`src/rtl/q_sys_descriptor_mem_arbiter.sv`:
```
// Round-robin two-requester arbiter and burst sequencer for the single-port descriptor RAM.
// Bursts become one RAM access per cycle; read data is steered back by a registered owner tag.
module q_sys_descriptor_mem_arbiter #(
  parameter int unsigned ADDR_W  = 11,
  parameter int unsigned DATA_W  = 32,
  parameter int unsigned BURST_W = 4
) (
  input  logic                  clk,
  input  logic                  reset,
  input  logic [ADDR_W-1:0]     r0_address,
  input  logic                  r0_read,
  input  logic                  r0_write,
  input  logic [DATA_W-1:0]     r0_writedata,
  input  logic [DATA_W/8-1:0]   r0_byteenable,
  input  logic [BURST_W-1:0]    r0_burstcount,
  output logic                  r0_waitrequest,
  output logic [DATA_W-1:0]     r0_readdata,
  output logic                  r0_readdatavalid,
  input  logic [ADDR_W-1:0]     r1_address,
  input  logic                  r1_read,
  input  logic                  r1_write,
  input  logic [DATA_W-1:0]     r1_writedata,
  input  logic [DATA_W/8-1:0]   r1_byteenable,
  input  logic [BURST_W-1:0]    r1_burstcount,
  output logic                  r1_waitrequest,
  output logic [DATA_W-1:0]     r1_readdata,
  output logic                  r1_readdatavalid,
  output logic [ADDR_W-1:0]     mem_address,
  output logic                  mem_chipselect,
  output logic                  mem_write,
  output logic [DATA_W-1:0]     mem_writedata,
  output logic [DATA_W/8-1:0]   mem_byteenable,
  output logic                  mem_clken,
  input  logic [DATA_W-1:0]     mem_readdata
);

  typedef enum logic [1:0] {IDLE, RBURST, WBURST} state_t;

  state_t               state;
  logic                 last_grant;
  logic                 owner;
  logic [ADDR_W-1:0]    next_addr;
  logic [BURST_W-1:0]   remaining;

  logic                 pend0, pend1, win, accept;
  logic                 owner_write, wbeat, issue, issue_write, issue_owner;
  logic                 win_write;
  logic [ADDR_W-1:0]    win_addr;
  logic [BURST_W-1:0]   win_burst;

  // Arbitration: on contention the requester that did not win last time is granted.
  always_comb begin
    pend0       = r0_read | r0_write;
    pend1       = r1_read | r1_write;
    win         = pend1 & (~pend0 | ~last_grant);
    accept      = (state == IDLE) & (pend0 | pend1);
    win_addr    = win ? r1_address : r0_address;
    win_burst   = win ? r1_burstcount : r0_burstcount;
    win_write   = win ? r1_write : r0_write;
    owner_write = owner ? r1_write : r0_write;
    wbeat       = (state == WBURST) & owner_write;
    issue       = accept | (state == RBURST) | wbeat;
    issue_write = accept ? win_write : wbeat;
    issue_owner = accept ? win : owner;
  end

  // RAM drive and stalls; reset forces every requester to wait and deselects the RAM.
  always_comb begin
    mem_address    = next_addr;
    mem_writedata  = owner ? r1_writedata : r0_writedata;
    mem_byteenable = owner ? r1_byteenable : r0_byteenable;
    if (accept) begin
      mem_address    = win_addr;
      mem_writedata  = win ? r1_writedata : r0_writedata;
      mem_byteenable = win ? r1_byteenable : r0_byteenable;
    end
    mem_chipselect = issue & ~reset;
    mem_write      = issue & issue_write & ~reset;
    mem_clken      = ~reset;
    r0_waitrequest = reset | ~((accept & ~win) | (wbeat & ~owner));
    r1_waitrequest = reset | ~((accept & win) | (wbeat & owner));
  end

  assign r0_readdata = mem_readdata;
  assign r1_readdata = mem_readdata;

  always_ff @(posedge clk or posedge reset) begin
    if (reset) begin
      state            <= IDLE;
      last_grant       <= 1'b1;
      owner            <= 1'b0;
      next_addr        <= '0;
      remaining        <= '0;
      r0_readdatavalid <= 1'b0;
      r1_readdatavalid <= 1'b0;
    end else begin
      r0_readdatavalid <= issue & ~issue_write & ~issue_owner;
      r1_readdatavalid <= issue & ~issue_write & issue_owner;
      case (state)
        IDLE: begin
          if (accept) begin
            last_grant <= win;
            // Bursts of 0 or 1 complete in the accept cycle, keeping IDLE free for back-to-back singles.
            if (win_burst > BURST_W'(1)) begin
              owner     <= win;
              next_addr <= win_addr + ADDR_W'(1);
              remaining <= win_burst - BURST_W'(1);
              state     <= win_write ? WBURST : RBURST;
            end
          end
        end
        RBURST: begin
          next_addr <= next_addr + ADDR_W'(1);
          remaining <= remaining - BURST_W'(1);
          if (remaining == BURST_W'(1)) state <= IDLE;
        end
        WBURST: begin
          if (wbeat) begin
            next_addr <= next_addr + ADDR_W'(1);
            remaining <= remaining - BURST_W'(1);
            if (remaining == BURST_W'(1)) state <= IDLE;
          end
        end
        default: state <= IDLE;
      endcase
    end
  end

endmodule

```
`config.mk`:
```
export PLATFORM = sky130hd
export DESIGN_NAME = q_sys_descriptor_mem_arbiter
export DESIGN_NICKNAME = d
export VERILOG_FILES = /design/src/rtl/q_sys_descriptor_mem_arbiter.sv
export SDC_FILE = /design/constraint.sdc
export NUM_CORES = 1
export LEC_CHECK = 0
export BUFFER_PORTS_ARGS = -buffer_cell sky130_fd_sc_hd__buf_2
export CAP_MARGIN = 20
export CORE_AREA = 5 5 96 98
export CTS_BUF_LIST = sky130_fd_sc_hd__clkbuf_4
export DETAILED_ROUTE_END_ITERATION = 7
export DIE_AREA = 0 0 101 103
export GPL_ROUTABILITY_DRIVEN = 0
export HOLD_SLACK_MARGIN = 0.05
export PLACE_DENSITY = 0.82
export SLEW_MARGIN = 10
export SYNTH_ARGS = -nofsm -noshare
export SYNTH_HDL_FRONTEND = slang
export SYNTH_SLANG_ARGS = --single-unit
export TNS_END_PERCENT = 10
```
`constraint.sdc`:
```
create_clock -name clk -period 3.5 [get_ports clk]
set_input_delay 0.525 -clock clk [delete_from_list [all_inputs] [get_ports clk]]
set_output_delay 0.525 -clock clk [all_outputs]
set_load 0.01 [all_outputs]
```
==> qor.yml, run 1 <==
status:
  status: "finished clean"
synthesis:
  yosysSeqAreaShare_pct: 18.9
  synth-seq-cells: 21
  ys.flop_type: "dfrtp_1"
  synthArstFlopShare_pct: 100
  syn_nets: 502
  synthCells: 354
  ys_types: 43
  syn_avg_cell_area_sq_um: 7.89
  synth_edf_count: 0
  yosysWarnings: 0
  netlist_area_sq_um: 2790
cts:
  hold_buffers: 0
  tritoncts: "built"
  clk_path_buf_depth: 2
  cts_resized: 0
  postCtsSetupRepairBufs: 0
  clock_sink_count: 21
  cts.clk_slew.worst_paths_ps: 140
  htree_levels: 1
  root_buffer: "clkbuf_4"
  worstSkewPairLatency_ps: 310
  cts_buffers: 3
power_and_ir_drop:
  pwr-share-clk_pct: 4.7
  switching_share_pct: 49.9
  p_leak_uw: 0.00166
  p_int_uw: 1450
  switching_power_uw: 1450
  combinationalPowerShare_pct: 78.7
  seq_power_share_pct: 16.6
  powerDensity_nw_per_um2: 887
  ir_drop_uv: 468
setup_path:
  end_kind: "output pin"
  timing.rr.end: "remaining[1]"
  critPathMaxFanout: 20
  critPathLaunchType: "input port"
  ff2ff_path_depth: 11
  critPathArrivalTime_ps: 2410
  timing.rr.start: "last_grant"
  worstSetupPathType: "input port to output pin"
  r2r_slack_ps: 930
  cp.required_ps: 2970
grt:
  antenna_found_initial: 0
  grt_pass1_vias: 2770
  grt_overflow: 0
  track_usage_pct: 16.2
  grt_pass1_wl_mm: 13.6
  grt_max_degree: 31
drt:
  wl_per_cell_microns: 16.6
  final_antenna_net_count: 0
  firstDrtPassIters: 4
  routed_wl_mm: 9.21
  vias: 2804
  drt-initial-drc-count: 99
  via_per_inst: 5.04
  post-route-drc-count: 0
floorplanning:
  die_y_microns: 103
  rows: 34
  core_area_sq_um: 8380
  die_w_microns: 101
  die_area_sq_um: 10400
  ios: 258
  start_util_pct: 33.3
timing:
  fin_crit_sh_pct: 83.9
  worst_slack_ps: 562
  fmaxAchievable_ghz: 0.340
  final_hold_viol_count: 0
  slew_headroom_pct: 66.1
  final.min_clock_period_ps: 2940
  worstMarginPinSlew_ps: 507
  drv_slew: 0
  rsz0062_at_grt: "false"
  skew_ps: 6.02
  final-setup-viol-count: 0
  setup_tns_ps: 0
run:
  cap_viol_max_count: 0
cells_and_area:
  drive_gt1_share_pct: 45.5
  fin_nets: 597
  syn_to_final_growth_pct: 17.2
  antennaDiodeCount: 0
place:
  portBuffers: 161
  post-dp-hpwl_mm: 7.82
  dp_slack_ps: 556
worst_hold_path:
  hp-class: "input port to async pin"
[synth_stat cells (2+ instances only)]
cell | instances | area, sq um
inv_1 | 13 | 48.8
nor2_2 | 2 | 12.5
mux2i_1 | 6 | 60.1
a211oi_1 | 3 | 22.5
a21oi_2 | 3 | 26.3
a31oi_1 | 11 | 68.8
nor2_1 | 13 | 48.8
nand2_1 | 33 | 124
nand2b_1 | 3 | 18.8
and2_1 | 3 | 18.8
xnor2_1 | 8 | 70.1
nor2b_1 | 12 | 75.1
buf_2 | 8 | 40.0
xor2_1 | 5 | 43.8
a21oi_1 | 25 | 125
nand4_1 | 2 | 12.5
o21ai_1 | 13 | 65.1
clkbuf_1 | 5 | 18.8
ha_1 | 8 | 100
dfrtp_1 | 20 | 500
o21ai_0 | 15 | 75.1
a21o_1 | 9 | 67.6
or3_1 | 2 | 12.5
buf_4 | 65 | 488
nor3_1 | 8 | 40.0
mux2_2 | 19 | 214
nand3_1 | 5 | 25.0
mux2_1 | 20 | 225
[logic make-up (layout without fill, tap and decap cells)]
group | after synthesis | count (layout) | share of synthesized area (%)
AND/OR/NAND/NOR | 87 | 87 | 14.8
XOR/XNOR | 13 | 13 | 4.08
adder cells (fa/ha/maj) | 8 | 8 | 3.58
flip-flops | 21 | 21 | 18.9
multiplexers | 45 | 45 | 17.9
buffers and inverters | 93 | 187 | 21.9
AO/OA/AOI/OAI | 87 | 87 | 18.9
[power groups by stage]
stage,sequential (uW),combinational [uW],clock [uW]
final,483,2280,137
after global routing,497,2540,148
after CTS,480,2310,138
after detailed placement,486,2300,0
after global placement,478,2220,0
after floorplan,463,1730,0
[routing by layer]
layer | share of wire, % | GRT usage [%] | vias to the layer above | routed length (microns)
li1 | - | - | 1347 | -
met1 | 36 | 19.1 | 1282 | 3350
met2 | 53 | 30.0 | 160 | 4840
met3 | 9.8 | 3.32 | 15 | 902
met4 | 1.2 | 4.19 | 0 | 114
met5 | 0 | 0 | - | 0
[per-stage QoR]
stage	total power (uW)	hold WS (ps)	area, sq um	util (%)	std cells
after floorplan	2190	475	2790	-	354
after global placement	2700	494	3250	38.7	552
after detailed placement	2780	509	3250	38.7	552
after CTS	2930	266	3280	39.1	556
after global routing	3190	288	3280	39.1	556
final	2900	242	3280	39.1	556
[worst max-delay path, cell delays in order]
cell,delay (ps)
buf_2,140
or2_1,420
nor3_1,150
nand2b_1,200
a22oi_2,170
buf_4,300
mux2_2,370
buf_2,140
[registers in the layout, summed over array words and instances, names as in the netlist]
name	flops
next_addr	11
remaining	4
state	2
last_grant	1
owner	1
r0_readdatavalid	1
r1_readdatavalid	1
[area by class of cell]
type	count	area [sq um]
flip-flops and latches	21	527
well taps	108	135
clock buffers	4	30.0
fillers	857	5100
inverters	13	48.8
multi-input cells	240	1660
repair buffers	170	873
[cell usage in the layout, fill, tap and decap left out, types with 11 or more instances in the layout]
cell type,n
mux2_1,20
o21ai_0,15
a21oi_1,25
buf_2,161
nor2_1,13
inv_1,13
nand2_1,33
o21ai_1,13
nor2b_1,12
dfrtp_1,20
mux2_2,19
a31oi_1,11
[worst max-delay path by stage]
stage	startpoint	slack, ps	end
3_5_place_dp	r1_write	560	mem_writedata[28]
5_1_grt	r1_write	400	mem_writedata[9]
3_3_place_gp	r1_write	660	mem_writedata[7]
4_1_cts	r1_write	550	mem_writedata[28]
6_report	r1_write	560	mem_writedata[12]
2_1_floorplan	r1_write	1000	mem_writedata[13]
(Power assumes the default switching activity.)
==> run 2, diff against run 1 <==
--- a/config.mk
+++ b/config.mk
@@ -7,13 +7,13 @@
 export LEC_CHECK = 0
 export BUFFER_PORTS_ARGS = -buffer_cell sky130_fd_sc_hd__buf_2
 export CAP_MARGIN = 20
-export CORE_AREA = 5 5 96 98
+export CORE_MARGIN = 5
+export CORE_UTILIZATION = 35
 export CTS_BUF_LIST = sky130_fd_sc_hd__clkbuf_4
 export DETAILED_ROUTE_END_ITERATION = 7
-export DIE_AREA = 0 0 101 103
 export GPL_ROUTABILITY_DRIVEN = 0
 export HOLD_SLACK_MARGIN = 0.05
-export PLACE_DENSITY = 0.82
+export PLACE_DENSITY = 0.87
 export SLEW_MARGIN = 10
 export SYNTH_ARGS = -nofsm -noshare
 export SYNTH_HDL_FRONTEND = slang
==> constraint.sdc (replaced) <==
create_clock -name clk -period 2.5 [get_ports clk]
set_input_delay 0.375 -clock clk [delete_from_list [all_inputs] [get_ports clk]]
set_output_delay 0.375 -clock clk [all_outputs]
set_load 0.01 [all_outputs]
==> qor.yml, run 2 (synthesis results as in run 1) <==
power_and_ir_drop:
  switching_power_uw: 2400  # was 1450 uW
  combinationalPowerShare_pct: 83.8  # was 78.7%
  p_int_uw: 2910  # was 1450 uW
  ir_drop_uv: 695  # was 468 uV
  seq_power_share_pct: 12.8  # was 16.6%
  pwr-share-clk_pct: 3.4  # was 4.7%
  powerDensity_nw_per_um2: 1370  # was 887 nW/um^2
  switching_share_pct: 45.2  # was 49.9%
  p_leak_uw: 0.00202  # was 0.00166 uW
grt:
  track_usage_pct: 20.5  # was 16.2%
  met2_usage_pct: 39.6  # was 30.0%
  grt_overflow: 0  # unchanged
  antenna_found_initial: 0  # unchanged
  grt_pass1_wl_mm: 16.0  # was 13.6 mm
  use_met3_pct: 5.96  # was 3.32%
  grt_pass1_vias: 3081  # was 2770
  grt_max_degree: 31  # unchanged
  use_met1_pct: 21.6  # was 19.1%
  grt_busiest_layer: "met2"  # unchanged
setup_path:
  critPathLaunchType: "flip-flop"  # was input port
  critPathArrivalTime_ps: 2130  # was 2410 ps
  crit_path_top_delay_cell: "dfstp_2"  # was or2_1
  cp.required_ps: 2120  # was 2970 ps
  worstSetupPathType: "flip-flop to output pin"  # was input port to output pin
  end_kind: "output pin"  # unchanged
  crit_chain: "o21a_4 > nor2_4 > a22oi_2 > buf_6 > clkbuf_16 > mux2_4 > buf_6"  # was buf_2 > or2_1 > nor3_1 > nand2b_1 > a22oi_2 > buf_4 > mux2_2 > buf_2
  cp_slowest_stage_delay_ps: 590  # was 420 ps
  cp_common_cell: "buf_6"  # was buf_2
  critPathMaxFanout: 6  # was 20
place:
  portBuffers: 161  # unchanged
  postPlaceCellArea_sq_um: 3320  # was 3250 sq um
  post-dp-hpwl_mm: 9.25  # was 7.82 mm
  dp_slack_ps: -20.0  # was 556 ps
timing:
  final-setup-viol-count: 2  # was 0
  hold_slack_ps: 55.1  # was 242 ps
  drv_slew: 0  # unchanged
  worst_slack_ps: -5.14  # was 562 ps
  rsz0062_at_grt: "true"  # was false
  slew_headroom_pct: 69.2  # was 66.1%
  final.min_clock_period_ps: 2510
  worstMarginPinSlew_ps: 461  # was 507 ps
  skew_ps: 6.08  # was 6.02 ps
  setup_tns_ps: -6.02  # was 0 ps
  fin_crit_sh_pct: 100
  fmaxAchievable_ghz: 0.399
  final_hold_viol_count: 0  # unchanged
cts:
  root_buffer: "clkbuf_4"  # unchanged
  tritoncts: "built"  # unchanged
  clock_sink_count: 21  # unchanged
  htree_levels: 1  # unchanged
  worstSkewPairLatency_ps: 320  # was 310 ps
  clk_path_buf_depth: 2  # unchanged
  hold_buffers: 0  # unchanged
  cts_buffers: 3  # unchanged
  cts.clk_slew.worst_paths_ps: 130  # was 140 ps
cells_and_area:
  fin_nets: 617  # was 597
  syn_to_final_growth_pct: 38.7  # was 17.2%
  drive_gt1_share_pct: 52.6  # was 45.5%
  antennaDiodeCount: 0  # unchanged
  layout_common_cells: "129 x buf_2, 34 x mux2_4, 34 x buf_6"  # was 161 x buf_2, 33 x nand2_1, 25 x a21oi_1
  final_util_pct: 49.9  # was 39.1%
  top_register: "next_addr"  # unchanged
  largest_reg_flops: 11  # unchanged
  final_common_cell: "buf_2"  # unchanged
  postLayoutCellArea_sq_um: 3870  # was 3280 sq um
  reg_top3: "next_addr (11), remaining (4), state (2)"  # unchanged
drt:
  final_antenna_net_count: 0  # unchanged
  drt-initial-drc-count: 124  # was 99
  post-route-drc-count: 0  # unchanged
  vias: 3010  # was 2804
  via_per_inst: 5.28  # was 5.04
  wl_per_cell_microns: 20.1  # was 16.6 microns
  firstDrtPassIters: 4  # unchanged
  routed_wl_mm: 11.5  # was 9.21 mm
floorplanning:
  start_util_pct: 36.0  # was 33.3%
  rows: 32  # was 34
  die_w_microns: 99.3  # was 101 microns
  die_y_microns: 99.3  # was 103 microns
  ios: 258  # unchanged
  die_area_sq_um: 9870  # was 10400 sq um
  core_area_sq_um: 7770  # was 8380 sq um
worst_hold_path:
  hp-class: "input port to async pin"  # unchanged
run:
  cap_viol_max_count: 0  # unchanged
status:
  violations: "setup timing"
  status: "complete, but fails checks"  # was finished clean
run 2: metrics by stage:
stage	total power (uW)	instances
6_report	5310	570
5_1_grt	5680	570
4_1_cts	4460	561
3_5_place_dp	4090	555
3_3_place_gp	3980	555
2_1_floorplan	3070	354
run 2: cell type report:
class,count,area (sq um)
Inverter,13,48.8
Clock inverter,1,5.00
Tap cell,102,128
Fill cell,715,3890
Sequential cell,21,527
Timing Repair Buffer,190,1330
Multi-Input combinational cell,240,1820
Clock buffer,3,22.5
run 2: power by group through the flow:
stage,clock network [uW],logic [uW],registers (uW)
global route,193,4790,697
floorplan,0,2420,649
global placement,0,3300,677
CTS,176,3610,676
finish,180,4450,680
detailed placement,0,3400,685
run 2: path summary, 6_finish.rpt:
kind	from	endpoint	slack (ps)	depth (start not counted)
max	last_grant	mem_writedata[15]	-5	7
min	reset	r1_readdatavalid	60	2
max reg2reg	last_grant	remaining[1]	140	13
min reg2reg	last_grant	last_grant	540	2
max in group asynchronous	reset	next_addr[1]	1930	3
min in group clk	last_grant	last_grant	540	2
run 2: timing repair:
| action | 4_1_cts | 5_1_grt |
|---|---|---|
| pin swaps | 1 | 3 |
| setup endpoints to repair | 36 | 47 |
| buffers inserted | 1 | 6 |
| cloned | 1 | 3 |
| gates resized for setup | 8 | 83 |
run 2: per-layer routing:
metal | routed length [microns] | part of all wire (%)
met1 | 3920 | 34
met2 | 6340 | 55
met3 | 1050 | 9.1
met4 | 168 | 1.5
met5 | 0 | 0
run 2: critical path, delay by kind of cell (launching register included):
| family | cells | cell delay (ps) |
|---|---|---|
| flops | 1 | 590 |
| buf+inv | 3 | 520 |
| compound gates | 2 | 330 |
| mux | 1 | 320 |
| simple gates | 1 | 50 |
